File: config.mk
export PLATFORM = sky130hd
export DESIGN_NAME = heap_root_ctrl
export DESIGN_NICKNAME = d
export VERILOG_FILES = /design/src/rtl/heap_root_ctrl.sv
export SDC_FILE = /design/constraint.sdc
export NUM_CORES = 1
export LEC_CHECK = 0
export BUFFER_PORTS_ARGS = -buffer_cell sky130_fd_sc_hd__buf_2
export CORE_AREA = 2 2 109 90
export CTS_BUF_LIST = sky130_fd_sc_hd__clkbuf_4 sky130_fd_sc_hd__clkbuf_8
export DETAILED_ROUTE_END_ITERATION = 8
export DIE_AREA = 0 0 111 92
export HOLD_SLACK_MARGIN = 0.15
export PLACE_DENSITY = 0.76
export SYNTH_ARGS = -nofsm -noshare
export SYNTH_HDL_FRONTEND = slang
export SYNTH_SLANG_ARGS = --single-unit
File: constraint.sdc
create_clock -name clk -period 5.1 [get_ports clk]
set_input_delay 1.02 -clock clk [delete_from_list [all_inputs] [get_ports clk]]
set_output_delay 1.02 -clock clk [all_outputs]
set_load 0.05 [all_outputs]
File: src/rtl/heap_root_ctrl.sv
// Level-0 controller of the dual-heapsort chain: holds the root record, performs
// replace-root on each accepted key and launches the sift into level 1.
module heap_root_ctrl #(
  parameter int DATA_W        = 32,
  parameter int LEVELS        = 4,
  parameter int SETTLE_CYCLES = 4
) (
  input  logic              clk,
  input  logic              rst,
  input  logic              s_valid,
  input  logic [DATA_W-1:0] s_data,
  output logic              s_ready,
  output logic              m_valid,
  output logic [DATA_W-1:0] m_data,
  input  logic              m_ready,
  output logic [DATA_W-1:0] q_U,
  output logic [DATA_W-1:0] aux_q_U,
  input  logic [DATA_W-1:0] data_U,
  input  logic              addr_U,
  input  logic              wren_U,
  output logic              initialize,
  output logic              update_out,
  output logic              address_updated_out,
  output logic [LEVELS-1:0] occupancy,
  output logic              wr_conflict
);

  localparam logic [DATA_W-1:0] SENT = '1;
  localparam int CW = (SETTLE_CYCLES > 1) ? $clog2(SETTLE_CYCLES) : 1;
  localparam logic [CW-1:0] CNT_RELOAD = CW'(SETTLE_CYCLES - 1);

  typedef enum logic [1:0] {S_INIT, S_IDLE, S_LOCK} state_t;

  state_t            state_q, state_d;
  logic [DATA_W-1:0] root_q, root_d;
  logic [DATA_W-1:0] mdata_q, mdata_d;
  logic              mvalid_q, mvalid_d;
  logic              upd_q, upd_d;
  logic              init_q, init_d;
  logic              conf_q, conf_d;
  logic [CW-1:0]     cnt_q, cnt_d;
  logic [LEVELS-1:0] occ_q, occ_d;
  logic              accept, node_wr;

  assign s_ready = (state_q == S_IDLE) && (!mvalid_q || m_ready);
  assign accept  = s_valid && s_ready;
  assign node_wr = wren_U && (addr_U == 1'b0);

  always_comb begin
    state_d  = state_q;
    root_d   = root_q;
    mdata_d  = mdata_q;
    mvalid_d = mvalid_q;
    upd_d    = 1'b0;
    init_d   = 1'b0;
    conf_d   = conf_q;
    cnt_d    = cnt_q;
    occ_d    = occ_q;

    // Node writes land in any state; an accept in the same cycle overrides them.
    if (node_wr) root_d = data_U;
    if (mvalid_q && m_ready) mvalid_d = 1'b0;

    unique case (state_q)
      S_INIT: begin
        // First clock raises initialize, second clock drops it and opens input.
        init_d  = !init_q;
        state_d = init_q ? S_IDLE : S_INIT;
      end
      S_IDLE: begin
        if (accept) begin
          mdata_d  = root_q;
          mvalid_d = (root_q != SENT);
          root_d   = s_data;
          upd_d    = 1'b1;
          cnt_d    = CNT_RELOAD;
          occ_d    = occ_q + LEVELS'(s_data != SENT) - LEVELS'(root_q != SENT);
          if (node_wr) conf_d = 1'b1;
          state_d  = S_LOCK;
        end
      end
      S_LOCK: begin
        if (cnt_q == '0) state_d = S_IDLE;
        else             cnt_d   = cnt_q - 1'b1;
      end
      default: state_d = S_INIT;
    endcase
  end

  always_ff @(posedge clk or posedge rst) begin
    if (rst) begin
      state_q  <= S_INIT;
      root_q   <= SENT;
      mdata_q  <= '0;
      mvalid_q <= 1'b0;
      upd_q    <= 1'b0;
      init_q   <= 1'b0;
      conf_q   <= 1'b0;
      cnt_q    <= '0;
      occ_q    <= '0;
    end else begin
      state_q  <= state_d;
      root_q   <= root_d;
      mdata_q  <= mdata_d;
      mvalid_q <= mvalid_d;
      upd_q    <= upd_d;
      init_q   <= init_d;
      conf_q   <= conf_d;
      cnt_q    <= cnt_d;
      occ_q    <= occ_d;
    end
  end

  assign m_valid             = mvalid_q;
  assign m_data              = mdata_q;
  assign q_U                 = root_q;
  assign aux_q_U             = root_q;
  assign initialize          = init_q;
  assign update_out          = upd_q;
  assign address_updated_out = 1'b0;
  assign occupancy           = occ_q;
  assign wr_conflict         = conf_q;

endmodule

# Yosys cells after proc, flatten, opt, wreduce, memory -nomap -nowiden
# Cells that the tools add are included.
totals:
  ff_bits: 76
  latch_bits: 0
  mem_bits_rw: 0
  romBits: 0
  inputBits: 70
  elab_cells: 50
  mem_count: 0
op_classes:
  add_sub_neg: 3
  n_mul: 0
  div: 0
  magnitude_cmp: 0
  eq_ne: 7
  n_shift: 0
  n_mux: 16
  bitwise: 1
  n_reduce_logical: 14
op_table:
  columns: ["cell", "count"]
  rows:
  - ["32-bit 2-to-1 mux", 3]
  - ["32-bit inequality test (second input constant)", 2]
  - ["2-bit 2-to-1 mux", 4]
  - ["1-bit 2-to-1 mux", 7]
  - ["2-bit inequality test (second input constant)", 3]
  - ["2-bit case mux with 3 select lines", 1]
  - ["3-bit AND reduction", 2]
  - ["4-bit by 1-bit adder with 4-bit output", 1]
  - ["1-bit logical AND", 4]
  - ["2-bit zero test", 2]
  - ["2-bit case mux with 2 select lines", 1]
  - ["2-bit AND reduction", 2]
  - ["4-bit by 1-bit subtractor with 4-bit output", 1]
  - ["2-bit by 1-bit equality test with 1-bit output (second input constant)", 1]
  - ["2-bit equality test (second input constant)", 1]
  - ["1-bit zero test", 2]
  - ["2-bit nonzero test", 1]
  - ["2-bit by 1-bit subtractor with 2-bit output (second input constant)", 1]
  - ["1-bit logical OR", 1]
  - ["1-bit inverter", 1]

# Longest topological paths before layout
depth:
  depth_word: 6
  ltp_mapped: 10
  ltp_nobuf: 10

# Worst setup path before layout
# OpenSTA, ideal clock, no wires.
synth_path:
  path_kind: "input port to flip-flop"
  from: "in s_data[23]"
  to: "reg occ_q[2], in the netlist occupancy[2]"
  setup_time_ps: 128
  t_arrival_ps: 2684
  required_ps: 4972
  slack_ps: 2288
  cell_stages: 10
  path_cell_list: "nand4_1 -> or4_1 -> nor2_1 -> ha_1 -> inv_1 -> ha_1 -> fa_1 -> xor2_1 -> nand2_1 -> o21ai_0"
synth_via:
  elab_chain_cells: 3
synth_rtl:
  columns: ["element", "line", "rtl"]
  rows:
  - ["start: declaration", "11", "input logic [DATA_W-1:0] s_data,"]
  - ["32-bit inequality test", "77", "occ_d = occ_q + LEVELS'(s_data != SENT) - LEVELS'(root_q != SENT);"]
  - ["4-bit by 1-bit adder with 4-bit output", "77", null]
  - ["4-bit by 1-bit subtractor with 4-bit output", "77", null]
  - ["end signal: assignment", "100", "occ_q <= '0;"]
  - ["end signal: assignment", "110", "occ_q <= occ_d;"]
  - ["end: declaration", "42", "logic [LEVELS-1:0] occ_q, occ_d;"]
# Every way passes these cells.
# A chain may end at the register's enable or synchronous reset.

# Final worst setup path
layout_path:
  from: "in s_data[20]"
  to: "reg occ_q[2], in the netlist occupancy[2]"
# The elaborated chain is that of the path after synthesis.

==> flow_summary.ini <==
[placed_design]
dp_hpwl_um = 6920
gp_congestion = 0.846
placed_area_um2 = 4410
io_buffers = 174

[yosys]
synth_nets = 464
synth-simple-area-share_pct = 19.7
muxShareOfSynthArea_pct = 8.90
synth.cell_area_um2 = 3710
synth-compound-area-share_pct = 5.93
synth_seq_area_share_pct = 52.3
synth-xor-area-share_pct = 0.472
yosysWarnings = 0
yosysUniqueCellTypes = 34
synth_cells = 388
synth_top_family_by_area = simple AND/OR/NAND/NOR gates
synth_area_per_cell_um2 = 9.56
synth_adder_area_share_pct = 2.23
ys_seq_elements = 76

[detailed_routing]
antenna_left = 0
wl_per_cell_um = 14.7
wl_um = 9510
post-route-drc-count = 0
dr.pass1.iters = 4
drt_iter0_drc = 141
via_per_inst = 4.84
vias = 3142

[worst_setup_path]
arrival_ns = 2.99
worstSetupPathType = primary input to flop
crit_family = simple AND/OR/NAND/NOR gates
worst_ep_required_time_ns = 5.27
cp_common_cell = ha_1
critPathBufInv = 2
cp_max_fo = 2
end_kind = flop
max_stage_delay_ns = 0.53
crit_path_start_kind = primary input
cpMaxStageDelayCell = or4_1
worstPathCellList = buf_2, nand4_1, or4_1, nor2_1, ha_1, inv_1, ha_1, fa_1, xor2_1, nand2_1, o21ai_0

[global_routing]
grt_pass1_vias = 3090
grtUsageTotal_pct = 18.9
grt_start_max_net_pins = 98
antenna_found_initial = 1
grt-ovfl-total = 0
grt_pass1_wl_um = 15400

[floorplanning]
die-area_um2 = 10200
die_w_um = 111
num_rows = 32
die_y_um = 92
coreArea_um2 = 9250
start_util_pct = 40.1
io_pins = 176

[timing]
hold-worst-slack_ns = 0.465
final.setup_skew_ns = 0.0194
slew_headroom_pct = 42.0
period_minus_slack_ns = 2.81
rsz0062_at_grt = false
worst_pin_slew_ns = 0.870
setup_viol = 0
maxSlewViolCount = 0
max_freq_ghz = 0.355
finalHoldViolCount = 0
fin_setup_tns_ns = 0
min_period_over_period_pct = 55.2

[clocking]
cts_tree = done
clk_latency_ns = 0.35
clkSlewWorstSetupHoldPaths_ns = 0.09
cts_root_buf = clkbuf_8
cts_max_level = 3
cts.path.max_buffers = 2
clock-sinks = 76
hold_buffers = 0
post_cts_resized = 0
numCtsBuffers = 9
cts_setup_buffers = 0

[final_layout]
syn_to_final_growth_pct = 24.7
diodes = 0
fin_area_um2 = 4630
layout.nets = 601
drive_above_1_share_pct = 43.6

[outcome]
status = finished clean

[flow_run]
maxCapViolCount = 0

[worst_hold_path]
hold_path.class = flop to flop
layer usage:
metal / vias to the layer above / GRT usage [%] / wire length (µm) / share of wire, %
li1: 1528 / - / - / -
met1: 1493 / 25.0 / 4190 / 44
met2: 113 / 30.1 / 4550 / 48
met3: 8 / 6.54 / 697 / 7.3
met4: 0 / 4.69 / 71 / 0.75
met5: - / 0 / 0 / 0
cell families after synthesis:
family | count (synthesis)
buffers and inverters | 59
AND/OR/NAND/NOR | 169
adder cells (fa/ha/maj) | 6
multiplexers | 33
XOR/XNOR | 2
AO/OA/AOI/OAI | 42
flip-flops | 76
other | 1
Yosys cell counts:
master      n  area, µm²
o21ai_1     4       20.0
dfstp_2    32        841
clkinv_2    1       5.00
fa_1        1       20.0
xor2_1      1       8.76
nand4_1    16        100
nor4_1      2       12.5
conb_1      1       3.75
nand2_1   134        503
or4_1       2       15.0
inv_1       7       26.3
and3_1      1       6.26
nand2b_1    2       12.5
buf_1       3       11.3
nor2_1      2       7.51
a21oi_1     4       20.0
buf_2      10       50.1
a21o_1      2       15.0
nor2b_2     1       8.76
xnor2_1     1       8.76
or2_1       1       6.26
nand3_4     1       17.5
buf_6       2       22.5
nor3_1      3       15.0
o21ai_2     1       8.76
ha_1        5       62.6
dfrtp_1    44       1100
nor3b_1     1       7.51
o21ai_0    30        150
buf_4      36        270
o22ai_1     1       6.26
mux2i_1    33        330
nand3_1     1       5.00
nor2b_1     2       12.5
state kept, by name, summed over array words and instances, names as in the netlist:
name and flops:
aux_q_U 32, m_data 32, occupancy 4, wr_conflict 1, update_out 1, initialize 1
m_valid 1, cnt_q 2, state_q 2
area by class of cell:
| type | instances | area, µm² |
|---|---|---|
| Sequential cell | 76 | 1940 |
| Tap cell | 119 | 149 |
| Clock buffer | 10 | 131 |
| Clock inverter | 6 | 88.8 |
| Timing Repair Buffer | 177 | 893 |
| Inverter | 8 | 32.5 |
| Multi-Input combinational cell | 253 | 1390 |
| Fill cell | 891 | 4620 |
placed cells by master (no fill, tap or decap):
| cell type | n |
|---|---|
| o21ai_0 | 30 |
| nand2b_1 | 2 |
| mux2i_1 | 33 |
| clkbuf_8 | 9 |
| o21ai_2 | 1 |
| nand3_4 | 1 |
| dfrtp_1 | 44 |
| or2_1 | 1 |
| buf_2 | 174 |
| xnor2_1 | 1 |
| dfstp_2 | 32 |
| inv_6 | 1 |
| clkinvlp_4 | 2 |
| nor3_1 | 3 |
| ha_1 | 5 |
| xor2_1 | 1 |
| inv_1 | 6 |
| a21oi_1 | 4 |
| nor3b_1 | 1 |
| clkinv_2 | 3 |
| conb_1 | 1 |
| buf_4 | 3 |
| bufinv_16 | 2 |
| nand3_1 | 1 |
| o22ai_1 | 1 |
| nand2_1 | 134 |
| nand4_1 | 16 |
| nor4_1 | 2 |
| and3_1 | 1 |
| nor2b_4 | 1 |
| nor2b_2 | 1 |
| a21o_1 | 2 |
| fa_1 | 1 |
| clkbuf_4 | 1 |
| or4_1 | 2 |
| nor2b_1 | 1 |
| nor2_1 | 2 |
| o21ai_1 | 4 |
worst register-to-register path, stage by stage (launching register included):
cell,delay (ns)
dfstp_2,0.58
nand4_1,0.16
nor4_1,0.35
nand2_1,0.18
ha_1,0.31
inv_1,0.04
ha_1,0.20
fa_1,0.38
xor2_1,0.18
nand2_1,0.06
o21ai_0,0.10
final timing paths:
path / from / endpoint / slack, ns / cells past startpoint
max: s_data[20] / occupancy[2] / 2.29 / 11
min: wr_conflict / wr_conflict / 0.47 / 1
max reg2reg: aux_q_U[13] / occupancy[2] / 2.41 / 10
min reg2reg: wr_conflict / wr_conflict / 0.47 / 1
max in group asynchronous: rst / aux_q_U[24] / 3.42 / 3
min in group asynchronous: rst / m_data[0] / 0.75 / 2
through the flow:
stage | utilization (%) | cells | worst slack, ns
6_report | 50.0 | 649 | 2.29
3_3_place_gp | 47.7 | 633 | 1.98
3_5_place_dp | 47.7 | 633 | 1.93
5_1_grt | 50.0 | 649 | 2.16
4_1_cts | 50.0 | 649 | 2.28
2_1_floorplan | - | 388 | 2.19
Power is left out: the tool's default activity adds up to more than one toggle a clock period on the data nets, which glitch-free logic cannot reach.
